`config.mk`:
```
export PLATFORM = sky130hd
export DESIGN_NAME = leb128_window_flat
export DESIGN_NICKNAME = d
export VERILOG_FILES = /design/src/rtl/leb128_window_if.sv /design/src/rtl/leb128_window.sv /design/src/flat_wrapper.sv
export SDC_FILE = /design/constraint.sdc
export NUM_CORES = 1
export LEC_CHECK = 0
export ABC_AREA = 1
export CAP_MARGIN = 20
export CELL_PAD_IN_SITES_DETAIL_PLACEMENT = 1
export CELL_PAD_IN_SITES_GLOBAL_PLACEMENT = 1
export CORE_MARGIN = 1
export CORE_UTILIZATION = 38
export DETAILED_ROUTE_END_ITERATION = 10
export HOLD_SLACK_MARGIN = 0.03
export PLACE_DENSITY_LB_ADDON = 0.1
export SETUP_SLACK_MARGIN = 0.5
export SLEW_MARGIN = 10
export SYNTH_ARGS = -nofsm -noshare
export SYNTH_HDL_FRONTEND = slang
export SYNTH_SLANG_ARGS = --single-unit
```
`constraint.sdc`:
```
create_clock -name clk -period 4.6 [get_ports clk]
set_input_delay 0.92 -clock clk [delete_from_list [all_inputs] [get_ports clk]]
set_output_delay 0.92 -clock clk [all_outputs]
set_load 0.02 [all_outputs]
```
`src/rtl/leb128_window_if.sv`:
```
// leb128_window_if: byte input stream and window output stream
// for the LEB128 windowing front end.
interface leb128_window_if;
    logic [7:0]  s_data;
    logic        s_valid;
    logic        s_ready;
    logic [71:0] win;
    logic [3:0]  win_len;
    logic        win_valid;
    logic        win_ready;
    logic        err;

    modport master (
        output s_data, s_valid, win_ready,
        input  s_ready, win, win_len, win_valid, err
    );

    modport slave (
        input  s_data, s_valid, win_ready,
        output s_ready, win, win_len, win_valid, err
    );
endinterface

```
`src/rtl/leb128_window.sv`:
```
// leb128_window: buffers LEB128 bytes and presents a 9-byte window
// aligned to the next value. Optional: LEB128_WINDOW_ERR_EN (sticky err).
module leb128_window #(
    parameter int DEPTH = 16
) (
    input logic            clk,
    input logic            rst,
    leb128_window_if.slave bus
);
    localparam int CW = $clog2(DEPTH + 1);

    logic [7:0]    mem_q [DEPTH];
    logic [7:0]    mem_d [DEPTH];
    logic [CW-1:0] cnt_q;
    logic [CW-1:0] cnt_d;

    logic          found;
    logic [3:0]    term_idx;
    logic          win_valid_c;
    logic [3:0]    win_len_c;
    logic [71:0]   win_c;
    logic          s_ready_c;
    logic          push;
    logic          pop;
    int            cnt_i;
    int            pop_n;
    int            wr_idx;
    int            src;

    // Terminator search and window assembly from registered state.
    always_comb begin
        cnt_i    = int'(cnt_q);
        found    = 1'b0;
        term_idx = 4'd0;
        win_c    = '0;
        for (int k = 0; k < 9; k++) begin
            if (k < cnt_i) begin
                win_c[8*k +: 8] = mem_q[k];
                if (!found && !mem_q[k][7]) begin
                    found    = 1'b1;
                    term_idx = 4'(k);
                end
            end
        end
        win_valid_c = !rst && (found || cnt_i >= 9);
        if (!win_valid_c)
            win_len_c = 4'd0;
        else if (found)
            win_len_c = term_idx + 4'd1;
        else
            win_len_c = 4'd9;
        if (rst)
            win_c = '0;
        s_ready_c = !rst && (cnt_i < DEPTH);
    end

    // Next buffer contents: shift out the consumed value, append input.
    always_comb begin
        push   = bus.s_valid && s_ready_c;
        pop    = win_valid_c && bus.win_ready;
        pop_n  = pop ? int'(win_len_c) : 0;
        wr_idx = cnt_i - pop_n;
        src    = 0;
        for (int i = 0; i < DEPTH; i++) begin
            src = i + pop_n;
            if (src < DEPTH)
                mem_d[i] = mem_q[src];
            else
                mem_d[i] = 8'h00;
            if (push && i == wr_idx)
                mem_d[i] = bus.s_data;
        end
        cnt_d = CW'(cnt_i - pop_n + (push ? 1 : 0));
    end

    // Buffer and occupancy registers.
    always_ff @(posedge clk) begin
        if (rst) begin
            cnt_q <= '0;
            for (int i = 0; i < DEPTH; i++)
                mem_q[i] <= 8'h00;
        end else begin
            cnt_q <= cnt_d;
            mem_q <= mem_d;
        end
    end

    assign bus.s_ready   = s_ready_c;
    assign bus.win_valid = win_valid_c;
    assign bus.win_len   = win_len_c;
    assign bus.win       = win_c;

`ifdef LEB128_WINDOW_ERR_EN
    logic err_q;
    logic err_d;

    // Overlong consumed: a window popped with no terminator in 9 bytes.
    always_comb begin
        err_d = err_q | (pop && !found);
    end

    // Sticky error flag, cleared only by reset.
    always_ff @(posedge clk) begin
        if (rst)
            err_q <= 1'b0;
        else
            err_q <= err_d;
    end

    assign bus.err = err_q;
`else
    assign bus.err = 1'b0;
`endif
endmodule
```
`src/flat_wrapper.sv`:
```
// flat-port wrapper written by rule: the top's interface ports become plain ports
module leb128_window_flat 
#(
    parameter int DEPTH = 16
)
  (clk, rst, bus_s_data, bus_s_valid, bus_win_ready, bus_s_ready, bus_win, bus_win_len, bus_win_valid, bus_err);
  leb128_window_if bus_i ();
  input logic clk;
  input logic rst;
  input wire logic [$bits(bus_i.s_data)-1:0] bus_s_data;
  input wire logic [$bits(bus_i.s_valid)-1:0] bus_s_valid;
  input wire logic [$bits(bus_i.win_ready)-1:0] bus_win_ready;
  output wire logic [$bits(bus_i.s_ready)-1:0] bus_s_ready;
  output wire logic [$bits(bus_i.win)-1:0] bus_win;
  output wire logic [$bits(bus_i.win_len)-1:0] bus_win_len;
  output wire logic [$bits(bus_i.win_valid)-1:0] bus_win_valid;
  output wire logic [$bits(bus_i.err)-1:0] bus_err;
  assign bus_i.s_data = bus_s_data;
  assign bus_i.s_valid = bus_s_valid;
  assign bus_i.win_ready = bus_win_ready;
  assign bus_s_ready = bus_i.s_ready;
  assign bus_win = bus_i.win;
  assign bus_win_len = bus_i.win_len;
  assign bus_win_valid = bus_i.win_valid;
  assign bus_err = bus_i.err;
  leb128_window #(.DEPTH(DEPTH)) u_core (.clk(clk), .rst(rst), .bus(bus_i));
endmodule
```
# Word level (Yosys, flattened, before mapping)
# Index checks and enable logic that the tools add are counted.
[word_totals]
regBits = 133
input_bits = 12
output_inout_bits = 79
elab_cells = 284
[classes]
addsub = 18
order_cmp = 43
n_eq_ne = 15
muxes = 128
bitwise_logic = 16
reduce_logical = 47
[op_table]
columns = ["operator", "count"]
rows = [
  ["$mux W8", 73],
  ["$bmux W8 S4", 16],
  ["$ge A32 B5 Y1 const B", 16],
  ["$lt A32 B6 Y1 const B", 16],
  ["$not A32 Y32", 16],
  ["$add A5 B32 Y32 const A", 8],
  ["$eq A5 B32 Y1 const A", 8],
  ["$add A4 B32 Y32 const A", 4],
  ["$eq A4 B32 Y1 const A", 4],
  ["$mux W4", 18],
  ["$mux W72", 1],
  ["$add A3 B32 Y32 const A", 2],
  ["$eq A3 B32 Y1 const A", 2],
  ["$add A2 B32 Y32 const A", 1],
  ["$eq A2 B32 Y1 const A", 1],
  ["$logic_not A32 Y1", 1],
  ["$logic_and A1 B1 Y1", 28],
  ["$lt A3 B5 Y1 const A", 4],
  ["$mux W1", 20],
  ["$logic_not A1 Y1", 17],
  ["$lt A1 B5 Y1 const A", 2],
  ["$lt A2 B5 Y1 const A", 2],
  ["$sub A5 B4 Y6", 1],
  ["$add A5 B5 Y5", 1],
  ["other kinds (5)", 5],
]

# Depth between registers and ports, before layout
# Gate-level depths: netlist of the first run.
[logic_depth]
ltp_word = 45
depth_mapped = 35
mapped_depth_nobuf = 30

# Worst setup path after synthesis of the first run
# OpenSTA, ideal clock, no wires.
[synth_path]
path_type = "flip-flop to flip-flop"
startpoint = "register u_core.cnt_q[1]"
endpoint = "register u_core.mem_q[24] in the netlist's numbering"
setup_time_ns = 0.132
t_arrival_ns = 4.943
required_time_ns = 4.468
slack_ns = -0.475
path_stages_with_launch = 30
path_buffers = 4
period_less_slack_ns = 5.075
path_cell_list = "dfxtp_1 inv_1 o21ai_2 nand2_2 nand4_2 nor2_2 nor2_4 buf_2 buf_1 inv_1 ha_1 nand3_1 inv_2 nand2_1 buf_4 buf_2 fa_1 nand2_1 inv_1 o21ai_0 nand2_1 xor2_1 a21oi_1 inv_1 nor4_1 inv_1 nor2_1 nor2_1 nand3_1 a21oi_1"
[synth_between]
elab_chain_cells = 45
word_cells_on_any_way = 80
cone_classes = "add/sub: 3; order compare: 12; eq/ne: 1; mux: 41; bitwise: 1; reduce/logical: 22"
[synth_rtl]
columns = ["element", "line", "source"]
rows = [
  ["start: declaration", "leb128_window.sv:14", "logic [CW-1:0] cnt_q;"],
  ["start signal: assignment", "leb128_window.sv:83", "cnt_q <= cnt_d;"],
  ["$lt A1 B5 Y1", "leb128_window.sv:37", "if (k < cnt_i) begin"],
  ["$mux W1", "leb128_window.sv:37", ""],
  ["$logic_not A1 Y1", "leb128_window.sv:39", "if (!found && !mem_q[k][7]) begin"],
  ["$logic_and A1 B1 Y1", "leb128_window.sv:39", ""],
  ["$mux W1", "leb128_window.sv:39", ""],
  ["$mux W1", "leb128_window.sv:37", ""],
  ["$logic_not A1 Y1", "leb128_window.sv:39", ""],
  ["$logic_and A1 B1 Y1", "leb128_window.sv:39", ""],
  ["[... 25 more ...]", "--", ""],
  ["$mux W4 / $mux W1 (equally long branches)", "leb128_window.sv:37", ""],
  ["$add A4 B1 Y4 / $logic_or A1 B1 Y1 (equally long branches)", "leb128_window.sv:49, leb128_window.sv:45", ""],
  ["$mux W4 / $logic_and A1 B1 Y1 (equally long branches)", "leb128_window.sv:48, leb128_window.sv:45", ""],
  ["$mux W4 *", "leb128_window.sv:46", "if (!win_valid_c)"],
  ["named net bus_win_len[1]", "flat_wrapper.sv:15", "output wire logic [$bits(bus_i.win_len)-1:0] bus_win_len;"],
  ["$mux W4 *", "leb128_window.sv:61", "pop_n = pop ? int'(win_len_c) : 0;"],
  ["branches (longest 6 deep; another with $add A5 B32 Y32)", "--", ""],
  ["$mux W8 *", "leb128_window.sv:70", "if (push && i == wr_idx)"],
  ["end signal: assignment", "leb128_window.sv:84", "mem_q <= mem_d;"],
  ["end: declaration", "leb128_window.sv:12", "logic [7:0] mem_q [DEPTH];"],
]
# Mark *: on every way through the listed nets, which the timed path passes. The select of a mux whose other input is x is not followed.
# A chain may end at the register's enable or synchronous reset.

# Worst setup path in the final report of the first run
[layout_path]
startpoint = "register u_core.cnt_q[4]"
endpoint = "register u_core.mem_q[85] in the netlist's numbering"
[layout_between]
elab_chain_cells = 45
word_cells_on_any_way = 80
cone_classes = "add/sub: 3; order compare: 12; eq/ne: 1; mux: 41; bitwise: 1; reduce/logical: 22"
[layout_rtl]
columns = ["element", "line"]
rows = [
  ["branches (longest 44 deep; another with $lt A1 B5 Y1)", "--"],
  ["$mux W8 *", "leb128_window.sv:70"],
]
# Mark *: on every way between the ends. The select of a mux whose other input is x is not followed.

==> metrics.md, run 1 <==
| Metric | Value |
|---|---|
| Run status | finished clean |
| PwrDens | 726 nW/um^2 |
| Leak | 6.17 nW |
| Die Wd | 182 um |
| Maximum vdd ir drop | 417 uV |
| Critical path arrival | about 4.6 ns |
| Largest net degree at the start of global routing | 139 |
| Synth area leader | nand3_1 |
| Period utilisation layout | 93.6% |
| CP max-delay cell | dfxtp_4 |
| Final Routed Wirelength | 73700 um |
| Vias after detailed routing | 17300 |
| Final cell count without fillers | 2597 |
| IO Count | 91 |
| Root buffer cell | clkbuf_16 |
| Clock skew | 0.0125 ns |
| Setup TNS | 0 ns |
| Worst-Skew Late Latency | 0.46 ns |
| Reg2reg path depth | 30 |
| Vias per cell | 6.65 |
| Final setup viols | 0 |
| CP max FO | 8 |
| First-pass GRT wire length | 106000 um |
| Routed Antenna Nets | 0 |
| CTS tree | done |
| Peak Freq | 232 MHz |
| Wire per inst | 28.4 um |
| Warnings, synthesis | 0 |
| #FFs+latches synth | about 130 |
| Die height | ~180 um |
| Placer Congestion | roughly 1.0 |
| Standard-cell rows | 65 |
| Post-synth cell types | 40 |
| Internal reg-to-reg setup slack | 0.29 ns |
| CP peak stage delay | 0.35 ns |
| Die ar. | 33100 sq um |
| TritonCTS buffer count | 17 |
| Clock sinks | approximately 130 |
| Worst slew pin tran | ~1.2 ns |
| Synth Cell Area | approximately 12000 sq um |
| Slew Limit Fails | 0 |
| Layout Nets | 2215 |
| Vias in the first global route | about 17000 |
| HP Start | u_core.mem_q[43] |
| Crit Reg-Reg Startpoint | u_core.cnt_q[4] |
| Hold endpoint | u_core.mem_q[59] |
| TritonRoute pass-1 iters | 5 |
| ANT cells | 0 |
| Hold Buf Count CTS | 0 |
| GRT overflow | 0 |
| Number of antenna violations at the first check in global routing | 2 |
| Syn Area/Cell | 5.82 sq um |
| Overall routing resource usage | 43.3% |
| Post-route DRC | 0 |
| Total core area | 31700 sq um |
| Syn Nets | 2145 |
| Data required, critical path | 4.90 ns |
| First DRT Iteration DRCs | 1715 |
| Reg2reg end | u_core.mem_q[85] |
| Hpwl dp | 51400 um |
| Placed insts | 2521 |
| Area Overhead vs Synth | 27.4% |
| Hold crit path type | flip-flop to flip-flop |
| Post-layout minimum cycle time | 4.31 ns |
| Port Buffers | 89 |
| RSZ-0062 raised after global routing | yes |
| Share of layout cells above drive strength 1 | between 10% and 20% |
| Worst Hold Depth | 6 |
| Max Cap Viol | 0 |
| Initial Util | 38.8% |
| Clk buf depth | 2 |
| Critical Path Sink Type | flip-flop |
| Synth top area share | 37.6% |
| H-tree depth | 4 |
| Clock slew at reported path FFs | 0.07 ns |
| Seq/Total Area, Yosys | between 20 and 25% |
| Relative slew margins | 21.8% |
| Critical path type | flip-flop to flip-flop |
| Startpoint types | flip-flop |
| Synth area leaders | nand3_1 38%, dfxtp_1 22%, nand2_1 12% |
| Synth Instances | around 2100 |
| Final hold violation count | 0 |
| Crit path top cell by count | nor2_4 |
-- worst max-delay path by stage --
stage	slack, ns	to	startpoint	cells after the start
floorplan	0.24	u_core.mem_q[126]	u_core.cnt_q[4]	32
CTS	0.48	u_core.mem_q[55]	u_core.cnt_q[3]	28
global route	0.17	u_core.mem_q[19]	u_core.cnt_q[4]	29
finish	0.29	u_core.mem_q[85]	u_core.cnt_q[4]	30
detailed placement	0.005	u_core.mem_q[16]	u_core.cnt_q[4]	29
global placement	0.07	u_core.mem_q[119]	u_core.cnt_q[4]	27
-- cell families after synthesis --
| group | after synthesis | synth area share, % |
|---|---|---|
| compound gates | 151 | 6.85 |
| xor+xnor | 3 | 0.519 |
| fa+ha+maj | 20 | 2.09 |
| buf+inv | 268 | 9.49 |
| flops | 133 | 21.6 |
| other cells | 1 | 0.0305 |
| simple gates | 1537 | 59.4 |
-- sequential cells by signal (all words and copies together) (netlist names) --
| register | cells |
|---|---|
| u_core.mem_q | 128 |
| u_core.cnt_q | 5 |
-- worst max-delay path, delay by kind of cell (launching register included) --
| family | cells | cell delay (ns) |
|---|---|---|
| AOI/OAI and AO/OA | 4 | 0.46 |
| xor gates and xnor gates | 1 | 0.17 |
| adders and majority gates | 2 | 0.48 |
| buffers and inverters | 8 | 0.86 |
| DFF | 1 | 0.35 |
| and+or+nand+nor | 15 | 1.80 |
-- layout make-up --
cell class / instances / area, sq um
Clock inverter: 11 / 149
Inverter: 119 / 494
Multi-Input combinational cell: 1712 / 9360
Clock buffer: 20 / 457
Tap cell: 402 / 503
Timing Repair Buffer: 200 / 2040
Sequential cell: 133 / 2680
Fill cell: 4234 / 16000
-- layout by cell type, fill, tap and decap left out, types with 3 or more instances in the layout --
| cell type | Yosys | routed |
|---|---|---|
| a211oi_4 | 3 | 6 |
| a21oi_1 | 129 | 113 |
| a21oi_2 | 3 | 15 |
| a21oi_4 | 0 | 4 |
| buf_12 | 0 | 15 |
| buf_4 | 13 | 69 |
| buf_6 | 7 | 23 |
| buf_8 | 0 | 4 |
| bufinv_16 | 0 | 3 |
| clkbuf_16 | 0 | 18 |
| clkdlybuf4s50_1 | 0 | 86 |
| clkinvlp_4 | 0 | 5 |
| dfxtp_1 | 133 | 129 |
| dfxtp_4 | 0 | 3 |
| ha_1 | 19 | 15 |
| inv_1 | 109 | 93 |
| inv_2 | 9 | 12 |
| inv_4 | 1 | 10 |
| nand2_1 | 390 | 361 |
| nand2_2 | 10 | 28 |
| nand2_4 | 2 | 13 |
| nand3_1 | 925 | 859 |
| nand3_2 | 7 | 67 |
| nand3_4 | 2 | 8 |
| nand4_1 | 75 | 75 |
| nor2_1 | 107 | 88 |
| nor2_2 | 3 | 7 |
| nor2_4 | 3 | 18 |
| o21ai_0 | 6 | 5 |
| or2_4 | 0 | 6 |
-- metrics by stage --
step / util [%] / instance area [sq um] / hold WS (ns) / setup slack, ns / power (mW)
final: 49.4 / 15700 / 0.801 / 0.293 / 11.4
after global routing: 49.4 / 15700 / 0.855 / 0.166 / 12.0
after CTS: 46.8 / 14800 / 0.777 / 0.477 / 10.6
after detailed placement: 43.9 / 13900 / 0.715 / 0.00470 / 8.90
after global placement: 43.9 / 13900 / 0.699 / 0.0727 / 8.77
after floorplan: - / 12700 / 0.609 / 0.240 / 6.76
-- power by group --
group | leakage (nW) | internal (mW) | total (mW) | switching [mW]
clock network | 0.289 | 0.880 | 1.49 | 0.608
registers | 1.09 | 1.55 | 2.14 | 0.592
logic | 4.79 | 2.62 | 7.76 | 5.14
-- layer usage --
layer / track usage (%) / part of all wire [%] / vias up
li1: - / - / 7530
met2: 70.0 / 45 / 1007
met4: 36.2 / 9.9 / 4
met5: 0 / 0.041 / -
met3: 8.08 / 7.9 / 374
met1: 49.7 / 37 / 8362
-- synth_stat cells (all sizes together) --
| library cell | instances |
|---|---|
| o2111ai | 1 |
| inv | 119 |
| a21oi | 132 |
| xor2 | 2 |
| fa | 1 |
| nand2 | 402 |
| o211ai | 1 |
| xnor2 | 1 |
| o21ai | 10 |
| dfxtp | 133 |
| clkbuf | 68 |
| buf | 81 |
| or2 | 8 |
| conb | 1 |
| a211oi | 7 |
| ha | 19 |
| nor2 | 114 |
| nor4 | 2 |
| nand4 | 76 |
| nand3 | 934 |
| and2 | 1 |
-- repair_timing --
action | 4_1_cts | 5_1_grt
endpoints found under the setup margin | 128 | 131
cloned | 0 | 1
setup buffers | 15 | 29
resized for setup | 38 | 144
hold endpoints to repair | 0 | 0
pin swaps | 22 | 67
Power figures use the tool's default switching activity.
==> run 2: changes to the inputs <==
CORE_ASPECT_RATIO = 0.9   (was unset)
RECOVER_POWER = 25   (was unset)
==> run 2 against run 1 <==
Sequential power barely moved. Clock power fell by 3%. Largest power group unchanged. Die area barely moved. Design area fell by 2.5%. Global-route usage rose by 1.1 points.
==> metrics.md, run 2 (same netlist as run 1, synthesis figures left out) <==
| Metric | Value |
|---|---|
| Overall routing resource usage | 44.4% |
| Relative slew margins | between 20% and 30% |
| Reg2reg path depth | 30 |
| Worst-Skew Late Latency | 0.46 ns |
| Wire per inst | 28.2 um |
| Post-DP Area | 13900 sq um |
| Largest registers | u_core.mem_q: 128 flops, u_core.cnt_q: 5 flops |
| Area Overhead vs Synth | 24.2% |
| CP peak stage delay | 0.43 ns |
| Initial Util | around 39% |
| Final hold violation count | 0 |
| First-pass GRT wire length | 108000 um |
| Vias in the first global route | around 17000 |
| Die ar. | 33100 sq um |
| Clk buf depth | 2 |
| Total core area | 31900 sq um |
| Critical Path Sink Type | flip-flop |
| Root buffer cell | clkbuf_16 |
| CTS tree | done |
| Crit path top cell by count | nor2_4 |
| Die Wd | 192 um |
| Peak Freq | 239 MHz |
| Hpwl dp | 53600 um |
| Share of layout cells above drive strength 1 | 14.7% |
| Standard-cell rows | 62 |
| Vias per cell | roughly 6.6 |
| Placer Congestion | 1.02 |
| Hold Buf Count CTS | 0 |
| Vias after detailed routing | around 17000 |
| Post-layout minimum cycle time | 4.18 ns |
| TritonRoute pass-1 iters | 6 |
| PwrDens | 730 nW/um^2 |
| Hold crit path type | flip-flop to flip-flop |
| Post-route cell area | roughly 15000 sq um |
| RSZ-0062 raised after global routing | yes |
| Worst Hold Depth | 6 |
| Period utilisation layout | 90.8% |
| Die height | 173 um |
| Startpoint types | flip-flop |
| Number of antenna violations at the first check in global routing | 1 |
| Final setup viols | 0 |
| Net Switching | 6.31 mW |
| Setup TNS | 0 ns |
| Internal power | a little under 5 mW |
| Max FFs per register | 128 |
| CP max FO | 5 |
| First DRT Iteration DRCs | 1771 |
| H-tree depth | 4 |
| Reg power frac | 19.1% |
| Maximum vdd ir drop | between 400 and 500 uV |
| Largest net degree at the start of global routing | 88 |
| Layout Nets | between 2000 and 2500 |
| CP max-delay cell | fa_1 |
| Clk pwr share | between 10% and 20% |
| Port Buffers | approximately 90 |
| IO Count | 91 |
| Most common cell after layout, fill and taps aside | nand3_1 |
| Power share of the combinational group | around two thirds |
| Post-route DRC | 0 |
| Post-route setup slack | 0.424 ns |
| Final Routed Wirelength | 73900 um |
| Most frequent cells in the layout | 890 x nand3_1, 375 x nand2_1, 128 x dfxtp_1 |
| Worst slew pin tran | 1.08 ns |
| Internal reg-to-reg setup slack | 0.42 ns |
| Pre-CTS setup slack | 0.0326 ns |
| Data required, critical path | between 4 and 5 ns |
| Max Cap Viol | 0 |
| Slew Limit Fails | 0 |
| TritonCTS buffer count | 17 |
| Critical path arrival | 4.56 ns |
| Clock slew at reported path FFs | 0.07 ns |
| Routed Antenna Nets | 0 |
| Net Sw Frac | 56.6% |
| GRT overflow | 0 |
| Biggest register | u_core.mem_q |
| Leak | 6.16 nW |
| Clock sinks | 133 |
| Clock skew | between 0.015 and 0.02 ns |
| Run status | finished clean |
| Critical path type | flip-flop to flip-flop |
## run 2: cell count changes in the layout (fill, tap and decap cells not counted), moves of 11 or more
| cell | before | now |
|---|---|---|
| buf_12 | 15 | 3 |
| dlygate4sd3_1 | 0 | 45 |
| clkdlybuf4s50_1 | 86 | 41 |
| buf_4 | 69 | 96 |
| nand2_1 | 361 | 375 |
| nand3_2 | 67 | 39 |
| nand2_2 | 28 | 17 |
| nand3_1 | 859 | 890 |
## run 2: cell type report
| cell class | instances | area [sq um] |
|---|---|---|
| fill | 4328 | 16600 |
| clock inverter | 13 | 134 |
| antenna | 3 | 7.51 |
| tap | 416 | 520 |
| inverter | 119 | 487 |
| timing repair buffer | 210 | 1910 |
| multi-input combinational | 1712 | 9110 |
| clock buffer | 19 | 443 |
| sequential | 133 | 2670 |
## run 2: timing repair
item,4_1_cts,5_1_grt
cloned,0,0
gates resized for setup,32,70
setup endpoints to repair,129,130
pin swaps,25,30
setup buffers,33,18
## run 2: final timing paths
path | startpoint | endpoint
max | u_core.cnt_q[4] | u_core.mem_q[13]
min | u_core.mem_q[12] | u_core.mem_q[60]
max reg2reg | u_core.cnt_q[4] | u_core.mem_q[13]
min reg2reg | u_core.mem_q[12] | u_core.mem_q[60]
## run 2: metrics by stage
stage | power [mW] | instances | utilization, % | hold WS, ns
after floorplan | 6.76 | 2113 | - | 0.609
after global placement | 8.81 | 2539 | 43.7 | 0.690
after detailed placement | 8.95 | 2539 | 43.7 | 0.713
after CTS | 10.6 | 2604 | 46.8 | 0.746
after global routing | 11.8 | 2622 | 47.9 | 0.875
final | 11.2 | 2625 | 48.0 | 0.824
## run 2: power groups by stage
stage	clock network (mW)	registers, mW	logic, mW
global route	1.49	2.11	8.20
detailed placement	0	2.10	6.84
floorplan	0	1.75	5.01
global placement	0	2.11	6.70
finish	1.44	2.14	7.58
CTS	1.44	2.08	7.11
## run 2: critical path, delay by kind of cell (launching register included)
family / cells / cell delay, ns
flops: 1 / 0.33
xor+xnor: 1 / 0.21
simple gates: 15 / 1.41
fa+ha+maj: 2 / 0.56
buf+inv: 8 / 0.96
compound gates: 4 / 0.62
## run 2: layer usage
| metal | global-route usage (%) | vias to the layer above | wire length [um] |
|---|---|---|---|
| met5 | 0 | - | 0 |
| met4 | 32.4 | 0 | 6420 |
| met1 | 54.0 | 8315 | 28200 |
| met3 | 9.72 | 330 | 6480 |
| li1 | - | 7548 | - |
| met2 | 68.5 | 1005 | 32800 |
